[config.mk]
export PLATFORM = sky130hd
export DESIGN_NAME = midi_sysex_extractor
export DESIGN_NICKNAME = d
export VERILOG_FILES = /design/src/rtl/midi_sysex_extractor.sv
export SDC_FILE = /design/constraint.sdc
export NUM_CORES = 1
export LEC_CHECK = 0
export ABC_AREA = 1
export BUFFER_PORTS_ARGS = -buffer_cell sky130_fd_sc_hd__buf_2
export CORE_MARGIN = 10
export CORE_UTILIZATION = 50
export CTS_CLUSTER_DIAMETER = 60
export DETAILED_ROUTE_END_ITERATION = 16
export PLACE_DENSITY = 0.66
export REMOVE_ABC_BUFFERS = 1
export SETUP_SLACK_MARGIN = 0.15
export SKIP_CTS_REPAIR_TIMING = 1
export SLEW_MARGIN = 30
export SYNTH_ARGS = -nofsm -noshare
export SYNTH_HDL_FRONTEND = slang
export SYNTH_SLANG_ARGS = --single-unit
[constraint.sdc]
create_clock -name clk -period 2.6 [get_ports clk]
set_input_delay 0.52 -clock clk [delete_from_list [all_inputs] [get_ports clk]]
set_output_delay 0.52 -clock clk [all_outputs]
set_load 0.02 [all_outputs]
[src/rtl/midi_sysex_extractor.sv]
// Extracts SysEx frames (F0..F7) from a raw MIDI byte stream into an FWFT FIFO.
// Define MIDI_SYSEX_STATS_EN to add the msg_cnt/drop_cnt/stall_cnt statistics outputs.
module midi_sysex_extractor #(
    parameter int unsigned DEPTH = 16
) (
    input  logic        clk,
    input  logic        rst,
    input  logic [7:0]  rx_data,
    input  logic        rx_valid,
    output logic [7:0]  sysex_data,
    output logic        sysex_valid,
    output logic        sysex_last,
    input  logic        sysex_rd,
    input  logic        sysex_busy,
`ifdef MIDI_SYSEX_STATS_EN
    output logic [15:0] msg_cnt,
    output logic [15:0] drop_cnt,
    output logic [15:0] stall_cnt,
`endif
    output logic        in_sysex,
    output logic        overflow
);

    localparam int unsigned AW = $clog2(DEPTH);

    typedef logic [AW:0] cnt_t;
    typedef enum logic [1:0] {StIdle, StBody, StDrop} state_e;

    // Room for the start byte plus a guaranteed terminator slot.
    localparam cnt_t LimStart = cnt_t'(DEPTH - 2);
    // A restart F0 lands one entry after the synthetic terminator.
    localparam cnt_t LimRestart = cnt_t'(DEPTH - 3);
    localparam cnt_t CntFull = cnt_t'(DEPTH);

    state_e        state_q, state_d;
    logic          pend_q, pend_d;
    logic          ovf_q, ovf_d;
    cnt_t          cnt_q;
    logic [AW-1:0] wptr_q, rptr_q;
    logic [8:0]    mem [DEPTH];

    logic       push, pop;
    logic [8:0] wdata;
    logic       inc_msg, inc_drop;
    logic       byte_ok, is_f0, is_f7, is_d;

    // Real-time bytes are invisible; rx during a pending-F0 write cannot occur (UART gap).
    assign byte_ok = rx_valid && !pend_q && (rx_data < 8'hF8);
    assign is_f0   = (rx_data == 8'hF0);
    assign is_f7   = (rx_data == 8'hF7);
    assign is_d    = !rx_data[7];

    always_comb begin
        state_d  = state_q;
        pend_d   = 1'b0;
        ovf_d    = 1'b0;
        push     = 1'b0;
        wdata    = '0;
        inc_msg  = 1'b0;
        inc_drop = 1'b0;
        if (pend_q) begin
            push  = 1'b1;
            wdata = {1'b0, 8'hF0};
        end else if (byte_ok) begin
            unique case (state_q)
                StIdle, StDrop: begin
                    if (is_f0) begin
                        if (cnt_q <= LimStart) begin
                            push    = 1'b1;
                            wdata   = {1'b0, 8'hF0};
                            state_d = StBody;
                        end else begin
                            inc_drop = 1'b1;
                            state_d  = StDrop;
                        end
                    end else if (state_q == StDrop && !is_d) begin
                        state_d = StIdle;
                    end
                end
                StBody: begin
                    push = 1'b1;
                    if (is_d) begin
                        if (cnt_q <= LimStart) begin
                            wdata = {1'b0, rx_data};
                        end else begin
                            wdata    = {1'b1, 8'hF7};
                            ovf_d    = 1'b1;
                            inc_drop = 1'b1;
                            state_d  = StDrop;
                        end
                    end else if (is_f7) begin
                        wdata   = {1'b1, 8'hF7};
                        inc_msg = 1'b1;
                        state_d = StIdle;
                    end else if (is_f0) begin
                        wdata = {1'b1, 8'hF7};
                        if (cnt_q <= LimRestart) begin
                            pend_d = 1'b1;
                        end else begin
                            inc_drop = 1'b1;
                            state_d  = StDrop;
                        end
                    end else begin
                        wdata   = {1'b1, 8'hF7};
                        state_d = StIdle;
                    end
                end
                default: state_d = StIdle;
            endcase
        end
    end

    always_ff @(posedge clk or negedge rst) begin
        if (!rst) begin
            state_q <= StIdle;
            pend_q  <= 1'b0;
            ovf_q   <= 1'b0;
        end else begin
            state_q <= state_d;
            pend_q  <= pend_d;
            ovf_q   <= ovf_d;
        end
    end

    assign pop = sysex_rd && (cnt_q != '0);

    always_ff @(posedge clk or negedge rst) begin
        if (!rst) begin
            wptr_q <= '0;
            rptr_q <= '0;
            cnt_q  <= '0;
        end else begin
            if (push) wptr_q <= wptr_q + 1'b1;
            if (pop)  rptr_q <= rptr_q + 1'b1;
            if (push && !pop)      cnt_q <= cnt_q + 1'b1;
            else if (!push && pop) cnt_q <= cnt_q - 1'b1;
        end
    end

    always_ff @(posedge clk) begin
        if (push) mem[wptr_q] <= wdata;
    end

    assign sysex_valid = (cnt_q != '0);
    assign sysex_data  = sysex_valid ? mem[rptr_q][7:0] : 8'h00;
    assign sysex_last  = sysex_valid ? mem[rptr_q][8] : 1'b0;
    assign in_sysex    = (state_q == StBody);
    assign overflow    = ovf_q;

    no_fifo_overflow: assert property (@(posedge clk) disable iff (!rst)
        !(push && cnt_q == CntFull));

`ifdef MIDI_SYSEX_STATS_EN
    always_ff @(posedge clk or negedge rst) begin
        if (!rst) begin
            msg_cnt   <= '0;
            drop_cnt  <= '0;
            stall_cnt <= '0;
        end else begin
            if (inc_msg)                   msg_cnt   <= msg_cnt + 1'b1;
            if (inc_drop)                  drop_cnt  <= drop_cnt + 1'b1;
            if (sysex_valid && sysex_busy) stall_cnt <= stall_cnt + 1'b1;
        end
    end
`else
    logic unused_stats;
    assign unused_stats = inc_msg ^ inc_drop ^ sysex_busy;
`endif

endmodule

# Yosys cells after proc, flatten, opt, wreduce, memory -nomap -nowiden
# Memory sizes are Yosys's and may differ from the RTL's.
# Index checks and enable logic that the tools add are counted.
# word_totals
ff_bits,17
mem_bits_rw,144
input_bits,13
output_inout_bits,12
n_memories,1
# classes
addsub,4
magnitude_cmp,3
n_eq_ne,7
muxes,39
n_bitwise,1
n_reduce_logical,14
# memory_table
name,words,width,read_ports,rd_ports_with_merged_regs,write_ports,line_no,text
mem,16,9,1,0,1,40,logic [8:0] mem [DEPTH];
# ops
cell,n
9-bit two-way mux,4
8-bit two-way mux,3
1-bit two-way mux,19
9-bit one-hot mux with 2 select lines,1
8-bit equality test (second input constant),2
2-bit two-way mux,8
5-bit by 4-bit <= comparator with 1-bit output (second input constant),2
5-bit two-way mux,2
4-bit by 1-bit adder with 4-bit output (second input constant),2
8-bit < comparator (second input constant),1
1-bit logical AND,6
3-bit != test (second input constant),2
5-bit by 1-bit adder with 5-bit output (second input constant),1
5-bit != test (second input constant),1
5-bit AND reduction,1
5-bit nonzero test,1
5-bit by 1-bit subtractor with 5-bit output (second input constant),1
2-bit one-hot mux with 2 select lines,1
1-bit logical NOT,3
2-bit by 1-bit equality test with 1-bit output (second input constant),1
2-bit equality test (second input constant),1
2-bit logical NOT,1
1-bit one-hot mux with 2 select lines,1
2-bit nonzero test,1
other kinds (2),2

# Depth between registers and ports, before layout
# depth
depth_word,10
depth_mapped,16

# Least setup slack after synthesis
# Ideal clock, no wire load.
# synth_timing
path_kind,input -> register
from,in rx_data[4]
to,reg cnt_q[4]
setup_ps,126
arrival_ps,2321
t_required_ps,2474
slack_ps,153
stages,13
cell_sequence,nand2_1 nor2_1 a21oi_2 nand3_4 nand2_4 ha_1 inv_1 fa_1 a21oi_1 o21bai_1 xor2_1 nand2_1 o21ai_0
# synth_between
elab_chain_cells,8
elab_cells_between_ends,12
classes_between,order compare (1); eq/ne (1); mux (5); reduce/logical (5)
# synth_lines
element,line_no,text
start: declaration,8,"input logic [7:0] rx_data,"
"parallel branches: the longest is 3 deep, another holds 8-bit < comparator",--,
1-bit two-way mux (*),64,end else if (byte_ok) begin
1-bit two-way mux (*),61,if (pend_q) begin
named net push,42,"logic push, pop;"
1-bit logical NOT,136,else if (!push && pop) cnt_q <= cnt_q - 1'b1;
1-bit logical AND,136,
2-bit nonzero test (no line),--,
end signal: assignment,135,if (push && !pop) cnt_q <= cnt_q + 1'b1;
end signal: assignment,136,
end: declaration,38,cnt_t cnt_q;
# Mark *: on every way through the listed nets, which the timed path passes.
# A chain may end at the register's enable or synchronous reset.

# Worst setup path after layout
# layout_timing
from,reg rptr_q[0]
to,out sysex_data[0]
# layout_between
elab_chain_cells,2
# layout_lines
element,line_no,text
start: declaration,39,"logic [AW-1:0] wptr_q, rptr_q;"
start signal: assignment,134,if (pop) rptr_q <= rptr_q + 1'b1;
memory read 16 x 9 bit,--,
8-bit two-way mux,145,assign sysex_data = sysex_valid ? mem[rptr_q][7:0] : 8'h00;
end: declaration,10,"output logic [7:0] sysex_data,"
# Every way passes these cells.

==> impl_results.md <==
- Result of the run: completed
- Synthesized instance count: 675
- Count of nets left with antenna violations after detail routing: 0
- Number of clock sinks seen by CTS: roughly 160
- Post-Synthesis Cell Area: about 7000 sq um
- Worst-path cell chain: clkinv_4, clkbuf_16, nand2_1, nand3_1, nand3_1, nand2_1, nand2_1, a21oi_2, buf_6
- Number of top-level pins: 25
- Final RePlAce weighted congestion: 0.918
- Mean post-synth cell area: about 11 sq um
- Area growth syn-to-layout: 17.3%
- Warnings from Yosys: 0
- Power density of the placed cells: 1060 nW/um^2
- Maximum number of pins on one net before global-route repair: 37
- Clock tree from TritonCTS: built
- Share of the synthesized area in compound gates (AO/OA/AOI/OAI): 1.82%
- Clock network latency to the later pin of the worst-skew pair: roughly 430 ps
- Total via count in the routed design: 4996
- First-pass GRT wire length: 26.3 mm
- Kind of capture point of the worst setup path: output pin
- Startpoint of the worst register-to-register path: cnt_q[0]
- WP data required: 2080 ps
- Number of buffers inserted during clock tree synthesis: 17
- Arrival time worst endpoint: 1970 ps
- Violation count after the first detailed-route iteration: 408
- Detailed-router iteration count before antenna repair: 5
- Share of cells above drive strength 1: around 18%
- Diodes inserted: 0
- Total Routed Length: 16.8 mm
- DR WL/cell: 18.3 microns
- Rel. slew slack: between 70% and 80%
- Critical path origin: rptr_q[0]
- Largest cells by area after synthesis: sky130_fd_sc_hd__edfxtp_1, sky130_fd_sc_hd__nand2_1, sky130_fd_sc_hd__nand3_1
- HPWL after detailed placement: 10.5 mm
- Max-cap check violation count: 0
- Count of nets after finishing: 749
- Synthesized-area fraction occupied by and/or/nand/nor cells: 25.7%
- Sum of negative setup slack: 0 ps
- Effective utilization at floorplan: 51.4%
- Count of state elements after synthesis: 161
- Final worst-path setup slack: 106 ps
- Total Power: between 8 and 9 mW
- Area share of fa/ha/maj cells after synthesis: 1.85%
- Overall overflow remaining after global route: 0
- Initial antenna violation count: 0
- Vias in the first global route: just under 5000
- Fmax achieved: 0.401 GHz
- Total number of H-tree levels: 4
- Cell row count: 43
- Leakage Power: 3.18 nW
- Largest fanout of any net on the critical path: 14
- Finish-stage setup viols: 0
- Top cell type's share of synthesized area: 60.3%
- Mux share of post-synthesis cell area: 0%
- Core area: 13900 sq um
- Type of the worst min-delay path: input pin to async pin
- Number of DRC violations after detailed routing: 0
- Dominant combinational cell family by area after synthesis: simple AND/OR/NAND/NOR gates
- Worst Hold Slack: 12.6 ps
- Final hold violations: 0
- Number of buffers between clock root and the deepest sink: 2
- Number of buffers and inverters on the critical path: 3
- DIE WIDTH: 140 microns
- Max Slew Vio Count: 0
- Most frequent standard cell in the layout excluding fill and tap cells: sky130_fd_sc_hd__nand2_1
- Fill cell count: approximately 1100
- Height of the die: ~140 microns
- Synth Area in XOR/XNOR: 0.978%
- Critical Path Most Common Cell: sky130_fd_sc_hd__nand2_1
- Distinct cells, synth: 30
- Root buffer selected by CTS: sky130_fd_sc_hd__clkbuf_16
- Most used cells in the layout excluding fill and tap cells: sky130_fd_sc_hd__nand2_1, sky130_fd_sc_hd__edfxtp_1, sky130_fd_sc_hd__nand3_1, sky130_fd_sc_hd__buf_4, sky130_fd_sc_hd__nor2_1
- Largest incremental delay on the critical path: between 400 and 500 ps
- Final worst clock skew: between 10 and 15 ps
- Setup WS pre-CTS: -31.7 ps
- Clock input transition at the sequential cells of the worst setup and hold paths: 60 ps
- Highest ir drop seen on vdd: 0.518 mV
- Worst slew pin tran: 418 ps
- Vias per Instance: 5.44
- Overall routing resource usage: 17.3%
- Full die area: 19500 sq um
- Final worst path period need: 2490 ps
- Period utilisation layout: between 90% and 100%
- Portion of the post-synthesis area used by sequential elements: 66.3%
- Setup repair after global routing missed its margin: yes
- Port Buf Inserts: 23
- Library cell occupying the most area in the post-synthesis netlist: sky130_fd_sc_hd__edfxtp_1
- Delay-heaviest family, CP: flip-flops
- Worst setup path class: flip-flop to output pin
- Cell at the slowest stage of the critical path: sky130_fd_sc_hd__dfrtp_2
- Critical path launch point type: flip-flop
synthesized netlist by cell type, drive strengths merged:
cell type and number:
a21boi 1, a21oi 14, a31oi 1, buf 18, clkbuf 10, clkinv 3, dfrtp 17, edfxtp 144
fa 1, ha 9, inv 24, nand2 252, nand3 123, nand4 1, nor2 39, nor3 2
o21ai 7, o21bai 1, xnor2 2, xor2 6
kinds of logic (layout without fill, tap and decap cells):
kind of cell,count (synthesis),in the layout
simple gates,417,417
flops,161,161
buf+inv,55,119
compound gates,24,24
fa+ha+maj,10,10
xor+xnor,8,8
area by class of cell:
class                   instances  area, sq um  area share, %
multi-input cells             459         2220           26.4
clock buffers                  18          429           5.10
clock inverters                14          143           1.70
repair buffers                 60          510           6.07
inverters                      27          124           1.47
flip-flops and latches        161         4750           56.5
well taps                     180          225           2.68
report_power, final:
| part | internal (mW) | switching (mW) |
|---|---|---|
| Combinational | 1.31 | 2.19 |
| Sequential | 2.86 | 0.125 |
| Clock | 1.40 | 0.992 |
| Total | 5.57 | 3.31 |
path summary, 6_finish.rpt:
| kind | depth (start not counted) | slack [ps] | endpoint |
|---|---|---|---|
| worst max-delay path | 9 | 110 | sysex_data[0] |
| worst min-delay path | 1 | 10 | cnt_q[2] |
| worst max register to register | 15 | 340 | cnt_q[4] |
| worst min register to register | 2 | 570 | state_q[1] |
| max in group asynchronous | 1 | 2270 | rptr_q[1] |
| min in group clk | 2 | 330 | overflow |
per-stage QoR:
step                cell area (sq um)  util, %  instances
floorplan                        7030        -        647
global placement                 7640     54.8        882
detailed placement               7640     54.8        882
CTS                              8210     58.9        914
global route                     8410     60.3        919
finish                           8410     60.3        919
worst register-to-register path: stages (launching register included):
cell	delay (ps)
sky130_fd_sc_hd__dfrtp_1	450
sky130_fd_sc_hd__inv_1	100
sky130_fd_sc_hd__nand2_1	60
sky130_fd_sc_hd__nand2_2	100
sky130_fd_sc_hd__nand2_2	80
sky130_fd_sc_hd__nand2_2	70
sky130_fd_sc_hd__nand3_4	70
sky130_fd_sc_hd__nand2_4	70
sky130_fd_sc_hd__ha_2	200
sky130_fd_sc_hd__inv_2	70
sky130_fd_sc_hd__fa_2	360
sky130_fd_sc_hd__a21oi_2	160
sky130_fd_sc_hd__o21bai_1	90
sky130_fd_sc_hd__xor2_1	150
sky130_fd_sc_hd__nand2_1	60
sky130_fd_sc_hd__o21ai_0	70
state kept, by name, summed over array words and instances (netlist names):
name,flops
wptr_q,4
overflow,1
rptr_q,4
pend_q,1
cnt_q,5
mem,144
state_q,2
per-layer routing:
layer	share of wire [%]	global-route usage, %
met1	44	21.9
met2	47	27.2
met3	5.6	3.54
met4	3.1	9.24
met5	0	0
Note: power is estimated with default switching activity, not from simulation.
